===== config.mk =====
export PLATFORM = sky130hd
export DESIGN_NAME = score_lives_tracker
export DESIGN_NICKNAME = d
export VERILOG_FILES = /design/src/rtl/score_lives_tracker.sv
export SDC_FILE = /design/constraint.sdc
export NUM_CORES = 1
export LEC_CHECK = 0
export ABC_AREA = 1
export CAP_MARGIN = 40
export CORE_MARGIN = 3
export CORE_UTILIZATION = 65
export DETAILED_ROUTE_END_ITERATION = 10
export DONT_BUFFER_PORTS = 1
export MAX_ROUTING_LAYER = met4
export PLACE_DENSITY_LB_ADDON = 0.2
export SLEW_MARGIN = 25
export SYNTH_ARGS = -nofsm -noshare
export SYNTH_HDL_FRONTEND = slang
export SYNTH_SLANG_ARGS = --single-unit

===== constraint.sdc =====
create_clock -name CLOCK_50 -period 6 [get_ports CLOCK_50]
set_input_delay 0.9 -clock CLOCK_50 [delete_from_list [all_inputs] [get_ports CLOCK_50]]
set_output_delay 0.9 -clock CLOCK_50 [all_outputs]
set_load 0.05 [all_outputs]

===== src/rtl/score_lives_tracker.sv =====
// ============================================================================
// score_lives_tracker : BCD score, lives and post-crash grace window tracking
// Revision: 1.0
// ============================================================================
`default_nettype none

module score_lives_tracker #(
  parameter int START_LIVES  = 3,
  parameter int COIN_POINTS  = 1,
  parameter int GRACE_FRAMES = 60
) (
  input  logic        CLOCK_50,
  input  logic        resetn,
  input  logic        EnterEn,
  input  logic        FrameTick,
  input  logic        CoinEn,
  input  logic        PoliceEn,
  output logic [11:0] Score,
  output logic [1:0]  Lives,
  output logic        Playing,
  output logic        HitFlash,
  output logic        GameOver
);

  localparam logic [1:0] c_START_LIVES  = START_LIVES[1:0];
  localparam logic [4:0] c_COIN_POINTS  = COIN_POINTS[4:0];
  localparam logic [7:0] c_GRACE_FRAMES = GRACE_FRAMES[7:0];

  typedef enum logic [1:0] {
    S_IDLE  = 2'd0,
    S_PLAY  = 2'd1,
    S_GRACE = 2'd2,
    S_OVER  = 2'd3
  } state_t;

  state_t      state_q, state_d;
  logic [11:0] score_q, score_d;
  logic [1:0]  lives_q, lives_d;
  logic [7:0]  grace_q, grace_d;
  logic        coin_q, pol_q;
  logic        playing_q, hitflash_q, gameover_q;

  logic        w_coin_rise, w_pol_rise;
  logic [4:0]  w_ones, w_tens, w_hund;
  logic [11:0] w_score_inc;
  logic [7:0]  w_grace_inc;

  assign w_coin_rise = CoinEn & ~coin_q;
  assign w_pol_rise  = PoliceEn & ~pol_q;
  assign w_grace_inc = grace_q + 8'd1;

  // Ripple BCD add; a hundreds overflow saturates instead of wrapping.
  always_comb begin
    w_ones = {1'b0, score_q[3:0]} + c_COIN_POINTS;
    w_tens = {1'b0, score_q[7:4]};
    w_hund = {1'b0, score_q[11:8]};
    if (w_ones > 5'd9) begin
      w_ones = w_ones - 5'd10;
      w_tens = w_tens + 5'd1;
    end
    if (w_tens > 5'd9) begin
      w_tens = w_tens - 5'd10;
      w_hund = w_hund + 5'd1;
    end
    if (w_hund > 5'd9) w_score_inc = 12'h999;
    else               w_score_inc = {w_hund[3:0], w_tens[3:0], w_ones[3:0]};
  end

  always_comb begin
    state_d = state_q;
    score_d = score_q;
    lives_d = lives_q;
    grace_d = grace_q;
    case (state_q)
      S_IDLE, S_OVER: begin
        if (EnterEn) begin
          state_d = S_PLAY;
          score_d = 12'h000;
          lives_d = c_START_LIVES;
          grace_d = 8'd0;
        end
      end
      S_PLAY: begin
        if (w_coin_rise) score_d = w_score_inc;
        if (w_pol_rise) begin
          grace_d = 8'd0;
          if (lives_q > 2'd1) begin
            state_d = S_GRACE;
            lives_d = lives_q - 2'd1;
          end else begin
            state_d = S_OVER;
            lives_d = 2'd0;
          end
        end
      end
      S_GRACE: begin
        if (w_coin_rise) score_d = w_score_inc;
        if (FrameTick) begin
          if (w_grace_inc == c_GRACE_FRAMES) begin
            state_d = S_PLAY;
            grace_d = 8'd0;
          end else begin
            grace_d = w_grace_inc;
          end
        end
      end
      default: state_d = S_IDLE;
    endcase
  end

  always_ff @(posedge CLOCK_50 or negedge resetn) begin
    if (!resetn) begin
      state_q    <= S_IDLE;
      score_q    <= 12'h000;
      lives_q    <= c_START_LIVES;
      grace_q    <= 8'd0;
      coin_q     <= 1'b0;
      pol_q      <= 1'b0;
      playing_q  <= 1'b0;
      hitflash_q <= 1'b0;
      gameover_q <= 1'b0;
    end else begin
      state_q    <= state_d;
      score_q    <= score_d;
      lives_q    <= lives_d;
      grace_q    <= grace_d;
      coin_q     <= CoinEn;
      pol_q      <= PoliceEn;
      playing_q  <= (state_d == S_PLAY) || (state_d == S_GRACE);
      hitflash_q <= (state_d == S_GRACE);
      gameover_q <= (state_d == S_OVER);
    end
  end

  assign Score    = score_q;
  assign Lives    = lives_q;
  assign Playing  = playing_q;
  assign HitFlash = hitflash_q;
  assign GameOver = gameover_q;

endmodule

`default_nettype wire


==> results of run 1 <==
==> metrics by stage <==
step                      utilization [%]  hold slack [ps]  area, um2  worst slack (ps)  power (mW)
final                                72.1              256       2010              2960       0.744
after CTS                            72.1              236       2010              2940       0.752
after global placement               70.0              523       1950              3060       0.619
after detailed placement             70.0              531       1950              2970       0.629
after global routing                 72.1              222       2010              2710       0.805
after floorplan                         -              494       1920              3310       0.571
==> sequential cells by signal (all words and copies together) (netlist names) <==
name and flops:
Score 12, state_q 2, Lives 2, pol_q 1, HitFlash 1, Playing 1
coin_q 1, grace_q 8, GameOver 1
==> routing by layer <==
layer,vias to the layer above,share of wire (%),track usage (%)
met5,-,0,-
met4,0,1.9,8.86
met3,4,3.7,7.13
met2,19,47,36.6
met1,693,48,26.5
li1,781,-,-
==> area by class of cell <==
| type | instances | share of cell area (%) |
|---|---|---|
| Sequential cell | 29 | 36.3 |
| Clock buffer | 8 | 2.93 |
| Multi-Input combinational cell | 166 | 50.2 |
| Tap cell | 31 | 1.93 |
| Timing Repair Buffer | 1 | 0.374 |
| Inverter | 44 | 8.23 |
==> where the power goes <==
part	internal (mW)	switching, mW	leakage [nW]
logic	0.0914	0.168	0.605
registers	0.237	0.127	0.385
clock network	0.0577	0.0634	0.0326
==> synth_stat cells, drive strengths merged <==
cell type,count,area (um2)
a21boi,1,7.51
a21oi,3,15.0
a22oi,1,7.51
buf,2,16.3
clkinv,1,3.75
dfrtp,27,676
dfstp,2,52.6
ha,11,138
inv,43,161
mux2,1,11.3
nand2,72,347
nand3,23,125
nand4,6,52.6
nor2,11,41.3
nor3,2,10.0
nor4,1,6.26
o211a,1,10.0
o211ai,1,7.51
o21ai,10,57.6
o22ai,7,43.8
o31ai,1,7.51
or2,1,6.26
xnor2,4,35.0
xor2,9,78.8
==> logic make-up after synthesis <==
group | Yosys count | share of synthesized area [%]
and+or+nand+nor | 116 | 30.7
buffers and inverters | 46 | 9.46
DFF | 29 | 38.0
AOI/OAI and AO/OA | 25 | 8.16
xor gates and xnor gates | 13 | 5.94
adders and majority gates | 11 | 7.18
muxes | 1 | 0.587
==> critical path, cell delays in order, from the launching register on <==
cell	delay (ps)
dfrtp_1	740
inv_1	140
ha_1	320
inv_2	60
ha_1	190
nand2_1	70
nand3_2	80
nand2_2	80
nand2_4	60
nand2_4	110
or2_0	410
nand3_1	140
nand2_1	120
inv_1	70
nand2_4	110
nand3_1	80
nand2_1	90
nand2_1	40
==> path summary, 6_finish.rpt <==
kind / depth (start not counted) / endpoint / start / slack (ps)
worst min register to register: 1 / grace_q[0]$_DFFE_PN0P_ / grace_q[0]$_DFFE_PN0P_ / 540
min in group CLOCK_50: 1 / grace_q[0]$_DFFE_PN0P_ / grace_q[0]$_DFFE_PN0P_ / 540
worst max-delay path: 17 / Score[0]$_DFFE_PN0P_ / Score[0]$_DFFE_PN0P_ / 2960
max in group asynchronous: 0 / Lives[0]$_DFFE_PN1P_ / resetn / 5560
worst max register to register: 17 / Score[0]$_DFFE_PN0P_ / Score[0]$_DFFE_PN0P_ / 2960
worst min-delay path: 0 / Score[9]$_DFFE_PN0P_ / resetn / 260
==> impl_metrics.ini, run 1 <==
[status]
outcome = finished, final reports clean

[final_layout]
final_common_cell = nand2_1
stdcell_count = 279
synthToLayoutAreaGrowth_pct = 4.63
nFillCells = 235
regArea_um2 = 728
layout_common_cells = nand2_1 (57), inv_1 (40), dfrtp_1 (27), nand3_1 (21)
drive_gt1_share_pct = 13.3
nets = 264
multi_input_area_um2 = 1010
diodes = 0

[cts]
clk_pin_slew_ps = 90
cts_hold_buf = 0
cts_max_level = 2
cts.sinks = 29
cts_tree = done
cts.root.buffer_cell = clkbuf_4
postCtsSetupBuffers = 0
clk_latency_ps = 320
cts_made_buffers = 5
ctsResizeCount = 0
clk_path_buf_depth = 2

[grt]
track_usage_pct = 22.8
grt_pass1_vias = 1442
antenna_found_initial = 0
grt_max_degree = 30
grt_pass1_wl_mm = 5.93
grt.overflow.total = 0

[pwr]
peakVddDrop_mv = 0.462
powerDensity_nw_per_um2 = 371
leakage_nw = 1.02

[timing]
period_needed_ps = 3040
setup_viol = 0
hold_violations = 0
rsz0062_at_grt = false
fin_crit_sh_pct = 50.6
finalClockSkew_ps = 13.5
fmax_ghz = 0.329
max-slew-margin-rel_pct = 57.2
drv_slew = 0
fin_setup_tns_ps = 0
worst_pin_slew_ps = 641

[job]
cap_violations = 0

[routing]
first_pass_iters = 4
wl_per_cell_um = 12.1
drt_iter0_markers = 85
drtAntennaViolNets = 0
via_per_inst = 5.37
routed_wl_mm = 3.38
vias = 1497
drc_errors = 0

[floorplan]
num_io_pins = 23
die_w_um = 60.3
die_h_um = 60.3
fp-row-count = 19
start_util_pct = 68.9
dieArea_um2 = 3640
coreArea_um2 = 2780

[synth]
synth_nets = 258
ys_seq_area_share_pct = 38.0
syn_inst = 241
synth_area_um2 = 1920
ys_seq_elements = 29
yosysWarnings = 0
avgSynthCellArea_um2 = 7.95
synth_cell_types = 33

[worst_hold_path]
min_path_type = primary input to asynchronous set/reset pin

[setup_path]
cp-start-kind = register
critPathMaxFanout = 9
crit_path_end_kind = register
crit_type = register to register
crit_arrival_ps = 3260
cp.required_ps = 6220

[place]
globalplace.congestion = 0.868
dp_hpwl_mm = 2.59
post-place-cells = 271
portBuffers = 0
No activity file was read; power rests on OpenSTA's default activity.
==> inputs of run 2 (changes only) <==
--- a/config.mk
+++ b/config.mk
@@ -8,7 +8,7 @@
 export ABC_AREA = 1
 export CAP_MARGIN = 40
 export CORE_MARGIN = 3
-export CORE_UTILIZATION = 65
+export CORE_UTILIZATION = 63
 export DETAILED_ROUTE_END_ITERATION = 10
 export DONT_BUFFER_PORTS = 1
 export MAX_ROUTING_LAYER = met4
==> constraint.sdc (replaced) <==
create_clock -name CLOCK_50 -period 2.8 [get_ports CLOCK_50]
set_input_delay 0.42 -clock CLOCK_50 [delete_from_list [all_inputs] [get_ports CLOCK_50]]
set_output_delay 0.42 -clock CLOCK_50 [all_outputs]
set_load 0.05 [all_outputs]
==> impl_metrics.ini, run 2 (same netlist as run 1, synthesis figures left out) <==
[status]
outcome = finished, final reports clean

[routing]
routed_wl_mm = 3.69
wl_per_cell_um = 12.7
drtAntennaViolNets = 0
first_pass_iters = 4
via_per_inst = 5.44
drc_errors = 0
drt_iter0_markers = 109
vias = 1579

[floorplan]
coreArea_um2 = 2830
start_util_pct = 67.8
dieArea_um2 = 3740
fp-row-count = 19
num_io_pins = 23
die_h_um = 61.2
die_w_um = 61.2

[pwr]
powerDensity_nw_per_um2 = 787
leakage_nw = 1.08
peakVddDrop_mv = 0.713

[cts]
clk_pin_slew_ps = 90
cts_max_level = 2
postCtsSetupBuffers = 0
cts_tree = done
cts.root.buffer_cell = clkbuf_4
cts_made_buffers = 5
cts.sinks = 29
clk_path_buf_depth = 2
clk_latency_ps = 330

[final_layout]
layout_common_cells = nand2_1 (57), inv_1 (40), dfrtp_1 (27), nand3_1 (21)
stdcell_count = 290
synthToLayoutAreaGrowth_pct = 9.73
drive_gt1_share_pct = 16.6
final_common_cell = nand2_1
nets = 275
nFillCells = 238
finish.instance_area_um2 = 2100
diodes = 0
final_util_pct = 74.3
largest_reg_flops = 12

[grt]
grt_pass1_wl_mm = 6.38
track_usage_pct = 23.7
antenna_found_initial = 0
grt_max_degree = 30
grt_pass1_vias = 1508
grt.overflow.total = 0

[timing]
drv_slew = 0
rsz0062_at_grt = false
worst_pin_slew_ps = 600
setup_viol = 0
fin_setup_tns_ps = 0
period_needed_ps = 2560
fin_crit_sh_pct = 91.5
max-slew-margin-rel_pct = 60.0
fmax_ghz = 0.390
finalClockSkew_ps = 14.4
hold_violations = 0

[setup_path]
critPathMaxFanout = 9
crit_top_cell = nand2_1
crit_path_end_kind = register
path_cells = ha_1 -> nand2_1 -> nand2_2 -> ha_1 -> nand2_1 -> nand3_2 -> nand2_2 -> nand2_4 -> nand2_4 -> or2_0 -> nand3_1 -> nand2_1 -> nand2_2 -> nand2_4 -> nand3_1 -> nand2_1 -> nand2_1
critPathMaxStageDelay_ps = 410
crit_type = register to register
slowest_stage = or2_0
crit_arrival_ps = 2780
rr_worst_depth = 17
cp-start-kind = register
cp.required_ps = 3020

[place]
portBuffers = 0
post_dp_cell_area_um2 = 2010
dp_hpwl_mm = 2.75
post-place-cells = 280
globalplace.congestion = 0.882

[job]
cap_violations = 0

[worst_hold_path]
min_path_type = primary input to register
min_path_cells = 0
## run 2: final timing paths
| check | start | end | slack (ps) |
|---|---|---|---|
| worst max-delay path | Score[0]$_DFFE_PN0P_ | Score[3]$_DFFE_PN0P_ | 240 |
| worst min-delay path | CoinEn | coin_q$_DFF_PN0_ | 120 |
| worst max register to register | Score[0]$_DFFE_PN0P_ | Score[3]$_DFFE_PN0P_ | 240 |
| worst min register to register | Score[6]$_DFFE_PN0P_ | Score[6]$_DFFE_PN0P_ | 500 |
| max in group asynchronous | resetn | Lives[1]$_DFFE_PN1P_ | 2030 |
| min in group asynchronous | resetn | Score[9]$_DFFE_PN0P_ | 520 |
## run 2: metrics by stage
step	power [mW]	hold slack, ps	worst slack (ps)
2_1_floorplan	1.22	124	111
3_3_place_gp	1.37	125	334
3_5_place_dp	1.40	125	229
4_1_cts	1.67	108	213
5_1_grt	1.79	94.3	21.9
6_report	1.66	122	238
## run 2: worst max-delay path, delay by kind of cell, from the launching register on
kind / cells / cell delay (ps)
adder cells (fa/ha/maj): 2 / 410
flip-flops: 1 / 400
AND/OR/NAND/NOR: 15 / 1660
## run 2: repair_timing
action / 4_1_cts / 5_1_grt
hold endpoints to repair: 29 / 0
hold buffers: 2 / 0
gates resized for setup: 0 / 0
## run 2: per-layer routing
metal | part of all wire (%) | vias up | GRT usage (%)
met3 | 4.1 | 2 | 6.08
met1 | 46 | 742 | 29.0
met4 | 0.57 | 0 | 8.05
met2 | 50 | 27 | 38.1
met5 | 0 | - | -
li1 | - | 808 | -
## run 2: power by group
part           total, mW  switching, mW  internal, mW
registers          0.708          0.199         0.509
clock network      0.262          0.138         0.124
logic              0.686          0.453         0.233
total               1.66          0.789         0.866
## run 2: area by class of cell
type / instances / area, um2 / area share [%]
Clock buffer: 8 / 58.8 / 2.80
Inverter: 44 / 165 / 7.85
Multi-Input combinational cell: 166 / 1010 / 47.9
Timing Repair Buffer: 12 / 105 / 5.00
Sequential cell: 29 / 728 / 34.6
Tap cell: 31 / 38.8 / 1.84
